## src/rtl/sv_pla_table_pipe.sv

```systemverilog
// Run-time programmable lookup table with a registered valid/ready output stage.
// After reset the table is cleared to DEFAULT_VAL one entry per cycle (INIT),
// then it serves lookups and accepts config writes (RUN) until the next reset.
//
// Handshake semantics: a transfer happens on a rising edge where valid and ready
// are both high. A producer holds valid and its payload stable until the transfer.
// in_ready depends only on state, out_valid and out_ready, never on in_valid.
module sv_pla_table_pipe #(
  parameter int ADDR_W      = 7,
  parameter int DATA_W      = 1,
  parameter int DEPTH       = 81,
  parameter int DEFAULT_VAL = 1,
  parameter int CNT_W       = 8
) (
  input  logic              clk,
  input  logic              reset,
  input  logic              cfg_we,
  input  logic [ADDR_W-1:0] cfg_addr,
  input  logic [DATA_W-1:0] cfg_data,
  output logic              init_busy,
  input  logic              in_valid,
  output logic              in_ready,
  input  logic [ADDR_W-1:0] in_addr,
  output logic              out_valid,
  input  logic              out_ready,
  output logic [DATA_W-1:0] out_data,
  output logic [CNT_W-1:0]  oor_count
);

  localparam logic [ADDR_W:0]   DEPTH_C  = (ADDR_W + 1)'(DEPTH);
  localparam logic [ADDR_W-1:0] LAST_IDX = ADDR_W'(DEPTH - 1);
  localparam logic [DATA_W-1:0] DEF_C    = DATA_W'(DEFAULT_VAL);

  typedef enum logic {
    ST_INIT = 1'b0,
    ST_RUN  = 1'b1
  } state_t;

  state_t              state;
  logic [ADDR_W-1:0]   idx;
  logic [DATA_W-1:0]   mem [DEPTH];

  logic                in_range;
  logic                cfg_in_range;
  logic                cfg_wr;
  logic                accept;
  logic [DATA_W-1:0]   lookup_data;

  // Address decode, handshake and write-first read mux.
  always_comb begin
    in_range     = ({1'b0, in_addr} < DEPTH_C);
    cfg_in_range = ({1'b0, cfg_addr} < DEPTH_C);
    cfg_wr       = (state == ST_RUN) & cfg_we & cfg_in_range;
    in_ready     = (state == ST_RUN) & (~out_valid | out_ready);
    accept       = in_valid & in_ready;
    lookup_data  = DEF_C;
    if (in_range) begin
      if (cfg_wr && (cfg_addr == in_addr)) begin
        lookup_data = cfg_data;
      end else begin
        lookup_data = mem[in_addr];
      end
    end
  end

  // Sequencer: sweep every entry once after reset, then stay in RUN.
  always_ff @(posedge clk) begin
    if (reset) begin
      state     <= ST_INIT;
      idx       <= '0;
      init_busy <= 1'b1;
    end else begin
      case (state)
        ST_INIT: begin
          idx <= idx + 1'b1;
          if (idx == LAST_IDX) begin
            state     <= ST_RUN;
            init_busy <= 1'b0;
          end
        end
        ST_RUN: begin
          init_busy <= 1'b0;
        end
        default: begin
          state     <= ST_INIT;
          idx       <= '0;
          init_busy <= 1'b1;
        end
      endcase
    end
  end

  // Table storage: cleared by the INIT sweep, programmed by config writes in RUN.
  always_ff @(posedge clk) begin
    if (!reset) begin
      if (state == ST_INIT) begin
        mem[idx] <= DEF_C;
      end else if (cfg_wr) begin
        mem[cfg_addr] <= cfg_data;
      end
    end
  end

  // Output register: load on accept, clear on drain, hold otherwise.
  always_ff @(posedge clk) begin
    if (reset) begin
      out_valid <= 1'b0;
      out_data  <= DEF_C;
    end else if (accept) begin
      out_valid <= 1'b1;
      out_data  <= lookup_data;
    end else if (out_ready) begin
      out_valid <= 1'b0;
    end
  end

  // Saturating count of accepted lookups that fall outside the table.
  always_ff @(posedge clk) begin
    if (reset) begin
      oor_count <= '0;
    end else if (accept && !in_range && (oor_count != '1)) begin
      oor_count <= oor_count + 1'b1;
    end
  end

endmodule
```

## config.mk

```make
export PLATFORM = sky130hd
export DESIGN_NAME = sv_pla_table_pipe
export DESIGN_NICKNAME = d
export VERILOG_FILES = /design/src/rtl/sv_pla_table_pipe.sv
export SDC_FILE = /design/constraint.sdc
export NUM_CORES = 1
export LEC_CHECK = 0
export ABC_AREA = 1
export BUFFER_PORTS_ARGS = -buffer_cell sky130_fd_sc_hd__buf_4
export CAP_MARGIN = 10
export CELL_PAD_IN_SITES_DETAIL_PLACEMENT = 0
export CELL_PAD_IN_SITES_GLOBAL_PLACEMENT = 1
export CORE_ASPECT_RATIO = 0.75
export CORE_MARGIN = 10
export CORE_UTILIZATION = 42
export CTS_CLUSTER_SIZE = 12
export DETAILED_ROUTE_END_ITERATION = 16
export PLACE_DENSITY = 0.8
export SETUP_SLACK_MARGIN = 0.2
export SYNTH_ARGS = -nofsm -noshare
export SYNTH_HDL_FRONTEND = slang
export SYNTH_SLANG_ARGS = --single-unit
export TNS_END_PERCENT = 5
```

## constraint.sdc

```tcl
create_clock -name clk -period 2.56 [get_ports clk]
set_input_delay 0.128 -clock clk [delete_from_list [all_inputs] [get_ports clk]]
set_output_delay 0.128 -clock clk [all_outputs]
set_load 0.01 [all_outputs]
```

# --- After elaboration in Yosys (flattened, before gate mapping) ---
# Memory sizes are Yosys's and may differ from the RTL's.
# Cells that the tools add are included.
classes:
  addsub: 2
  magnitude_cmp: 2
  n_eq_ne: 4
  muxes: 18
  bitwise_logic: 7
  reduce_logical: 6
op_table:
  columns: ["cell", "n"]
  rows:
  - ["$mux 1", 16]
  - ["$lt 7x7->1 const B", 2]
  - ["$add 8x1->8 const B", 1]
  - ["$ne 8x8->1 const B", 1]
  - ["$add 7x1->7 const B", 1]
  - ["$eq 7x7->1", 1]
  - ["$eq 7x7->1 const B", 1]
  - ["$mux 7", 1]
  - ["$and 1x1->1", 4]
  - ["$logic_and 1x1->1", 3]
  - ["$ne 2x2->1 const B", 1]
  - ["$not 1->1", 2]
  - ["$pmux 1 s2", 1]
  - ["$reduce_bool 2->1", 1]
  - ["$logic_not 1->1", 1]
  - ["$or 1x1->1", 1]
  - ["$reduce_or 1->1", 1]
totals:
  register_bits: 19
  ram_bits: 81
  output_inout_bits: 12
  elab_cells: 46
  memories: 1
memory_table:
  columns: ["memory", "depth", "word_bits", "rd", "rd_ports_with_merged_regs", "wr", "line_no", "text"]
  rows:
  - ["mem", 81, 1, 1, 0, 1, "41", "logic [DATA_W-1:0] mem [DEPTH];"]

# --- Logic depth before layout (Yosys ltp) ---
logic_depth:
  depth_word: 8
  depth_mapped: 16

# --- Worst setup path after synthesis ---
# No wires, ideal clock.
synth_timing:
  kind: "input port to flip-flop"
  from: "in reset"
  to: "mem mem[0] (data pin)"
  arrival_time_ps: 1708
  t_required_ps: 1878
  path_slack_ps: 170
  cell_stages: 4
  path_buffers: 2
  cell_sequence: "clkbuf_1 -> inv_1 -> clkbuf_1 -> nand3_1"
synth_via:
  elab_chain_cells: 4
synth_lines:
  columns: ["item", "line_no", "text"]
  rows:
  - ["start, declared", "16", "input logic reset,"]
  - ["$mux 1", "95", "if (!reset) begin"]
  - ["$mux 1 (implied by the code)", "99", "mem[cfg_addr] <= cfg_data;"]
  - ["$reduce_or 1->1 (no source line)", null, null]
  - ["$mux 1 (no source line)", null, null]
  - ["end, declared", "41", null]
# No other way between the ends.

# --- Final worst setup path ---
layout_timing:
  from: "reg state"
  to: "mem mem[42], enable pin"
layout_via:
  elab_chain_cells: 8
  word_cells_on_any_way: 12
layout_lines:
  columns: ["item", "line_no", "text"]
  rows:
  - ["start, declared", "39", "state_t state;"]
  - ["start signal, assigned", "69", "state <= ST_INIT;"]
  - ["start signal, assigned", "77", "state <= ST_RUN;"]
  - ["start signal, assigned", "85", "state <= ST_INIT;"]
  - ["$and 1x1->1 (2 in series)", "53", "cfg_wr = (state == ST_RUN) & cfg_we & cfg_in_range;"]
  - ["$mux 1", "98", "end else if (cfg_wr) begin"]
  - ["$mux 1", "96", "if (state == ST_INIT) begin"]
  - ["$mux 1", "95", null]
  - ["$mux 1 (implied by the code)", "99", null]
  - ["$reduce_or 1->1 (no source line)", null, null]
  - ["$mux 7 (no source line) / $mux 1 (equally long branches)", null, null]
# Parallel ways exist; a longest one is shown, timed or not.

==> qor.csv <==
metric;value;unit
postCtsSetupBuffers;0;
min_period;2170;ps
viasPerCell;5.06;
hold_path_end;state;
place.gp.congestion;0.847;
finalClockSkew;5.44;ps
cts_buffers;9;
reg2reg_from;state;
clock_sinks;100;
clk_latency;340;ps
antenna_found_initial;0;
synth_warnings;0;
num_vias;4019;
slew_headroom;52.9;%
cp-end-kind;flop;
grt_usage;15.2;%
rsz0062_at_grt;no;
finalHoldViolations;0;
fin_tns_setup;0;ps
syn2layout_area_growth;14.5;%
synth_edf_count;81;
routedWlPerCell;16.1;um
yosysUniqueCellTypes;35;
cts_hold_repair.buffers;0;
layout.cells.non_filler;794;
internal_power;0.00248;W
max_clock_freq;460;MHz
die_area;16900;um^2
portBuffers;31;
status;finished clean;
syn_nets;616;
grt_max_degree;82;
dieWidth;147;um
start_kind;flop;
grt_overflow;0;
ys_async_sr_fraction;0;%
synth-main-ff-cell;edfxtp_1;
dp_cells;779;
pwr-share-clk;37.2;%
antennaDiodeCount;0;
whs_path_depth;2;
hp-class;input pin to flop;
setup_violations;0;
io-pin-count;32;
drt_iter0_drc;412;
ys_ff_latch;100;
r2r_slack;390;ps
yosysSeqAreaShare;55.6;%
syn_area_per_cell;8.53;um^2
worstSetupPathType;flop to flop;
worstPathArrival;2230;ps
drtPass1Iterations;5;
nFillCells;1101;
timing.final.crit_share;84.9;%
crit_fanout;14;
fin_area;5790;um^2
seqPwrFrac;54.0;%
p_leak;2.34;nW
min_from;reset;
reg2reg_depth;8;
core-area;11700;um^2
ir_drop;279;uV
finish.net_count;651;
cts.htree.levels;3;
p_sw_share;23.3;%
comb_power_share;8.8;%
grt_pass1_vias;3790;
p_sw;0.000751;W
initial_core_util;43.3;%
required;2610;ps
dpl_cell_area;5500;um^2
die_h;115;um
maxCapViolations;0;
synthCells;593;
dp_hpwl;8.92;mm
multi_input_area;1940;um^2
cts_tree;done;
drv_slew;0;
path_clk_slew;60;ps
cts.path.max_buffers;2;
drive_above_1_share;14.6;%
p_per_area;557;nW/um^2
grt_first_pass_wirelength;20.3;mm
cts-root-buf;clkbuf_16;
syn_area;5060;um^2
worstMarginPinSlew;706;ps
seqCellArea;2810;um^2
drc_errors;0;
wl;12.7;mm
num_rows;34;
ant_nets;0;
reg2reg_to;mem[42];
kinds of logic (layout without fill, tap and decap cells):
logic type | after synthesis | count (layout) | share of synthesized area, %
AO/OA/AOI/OAI | 56 | 56 | 6.55
XOR/XNOR | 7 | 7 | 1.21
adder cells (fa/ha/maj) | 3 | 3 | 0.742
buffers and inverters | 90 | 129 | 6.87
flip-flops | 100 | 100 | 55.6
AND/OR/NAND/NOR | 337 | 337 | 29.0
cell usage after synthesis (7+ instances only):
| cell type | instances | area share (%) |
|---|---|---|
| o21ai_0 | 25 | 2.5 |
| clkbuf_1 | 13 | 0.96 |
| inv_1 | 65 | 4.8 |
| nor2_2 | 7 | 0.87 |
| nor3_1 | 7 | 0.69 |
| dfxtp_1 | 19 | 7.5 |
| nand3_2 | 9 | 1.8 |
| nor2_1 | 130 | 9.6 |
| nand2_1 | 120 | 8.9 |
| edfxtp_1 | 81 | 48 |
| nand3_1 | 46 | 4.5 |
| a21oi_1 | 14 | 1.4 |
sequential cells by signal, summed over array words and instances, names as in the netlist:
| register | flops |
|---|---|
| mem | 81 |
| oor_count | 8 |
| idx | 7 |
| init_busy | 1 |
| out_data | 1 |
| out_valid | 1 |
| state | 1 |
routing by layer:
metal,global-route usage [%],vias to the layer above,share of wire [%]
met1,22.1,1921,50
met4,3.73,0,0.91
met5,0,-,0
li1,-,1992,-
met2,22.3,92,43
met3,3.46,14,6.2
per-stage QoR:
step	setup slack, ps	utilization (%)	hold WS [ps]	power (W)
6_report	386	49.5	36.0	0.00323
5_1_grt	203	49.5	34.8	0.00333
4_1_cts	284	49.2	28.8	0.00324
3_5_place_dp	178	47.0	389	0.00205
3_3_place_gp	216	47.0	384	0.00205
2_1_floorplan	706	-	345	0.00195
power by group through the flow:
stage	registers [W]	logic [W]	clock network (W)
final	0.00174	0.000285	0.00120
after global routing	0.00174	0.000313	0.00128
after CTS	0.00174	0.000276	0.00122
after detailed placement	0.00178	0.000275	0
after global placement	0.00178	0.000273	0
after floorplan	0.00178	0.000171	0
area by class of cell:
cell class	instances	share of cell area (%)
Sequential cell	100	48.6
Inverter	73	4.73
Tap cell	162	3.50
Clock inverter	3	0.259
Clock buffer	12	4.08
Multi-Input combinational cell	403	33.6
Timing Repair Buffer	41	5.31
repair_timing:
action,CTS,global route
endpoints found under the hold margin,0,0
gates resized for setup,0,6
endpoints found under the setup margin,0,73
critical path: stages, from the launching register on:
cell and delay (ps):
dfxtp_1 410, nand2_1 110, nor2_2 220, nand2_4 180, nand2_1 150, o21ai_4 90, nor2_2 300, nand3_4 240
nor2_1 170
cell usage in the layout (no fill, tap or decap), types with 7 or more instances in the layout:
master     instances
nor2_2             7
nand3_1           45
o21ai_0           25
nor3_1             7
buf_4             41
clkbuf_16          9
edfxtp_1          81
inv_1             65
nand3_2            8
nor2_1           130
nand2_1          120
dfxtp_1           19
a21oi_1           14
worst max path at each step:
stage	from	endpoint	depth (start not counted)
after detailed placement	cfg_addr[3]	mem[10]	12
after global placement	cfg_addr[1]	mem[10]	12
after global routing	state	mem[42]	8
final	state	mem[42]	8
after floorplan	reset	mem[0]	4
after CTS	state	mem[10]	8
(Power assumes the default switching activity.)
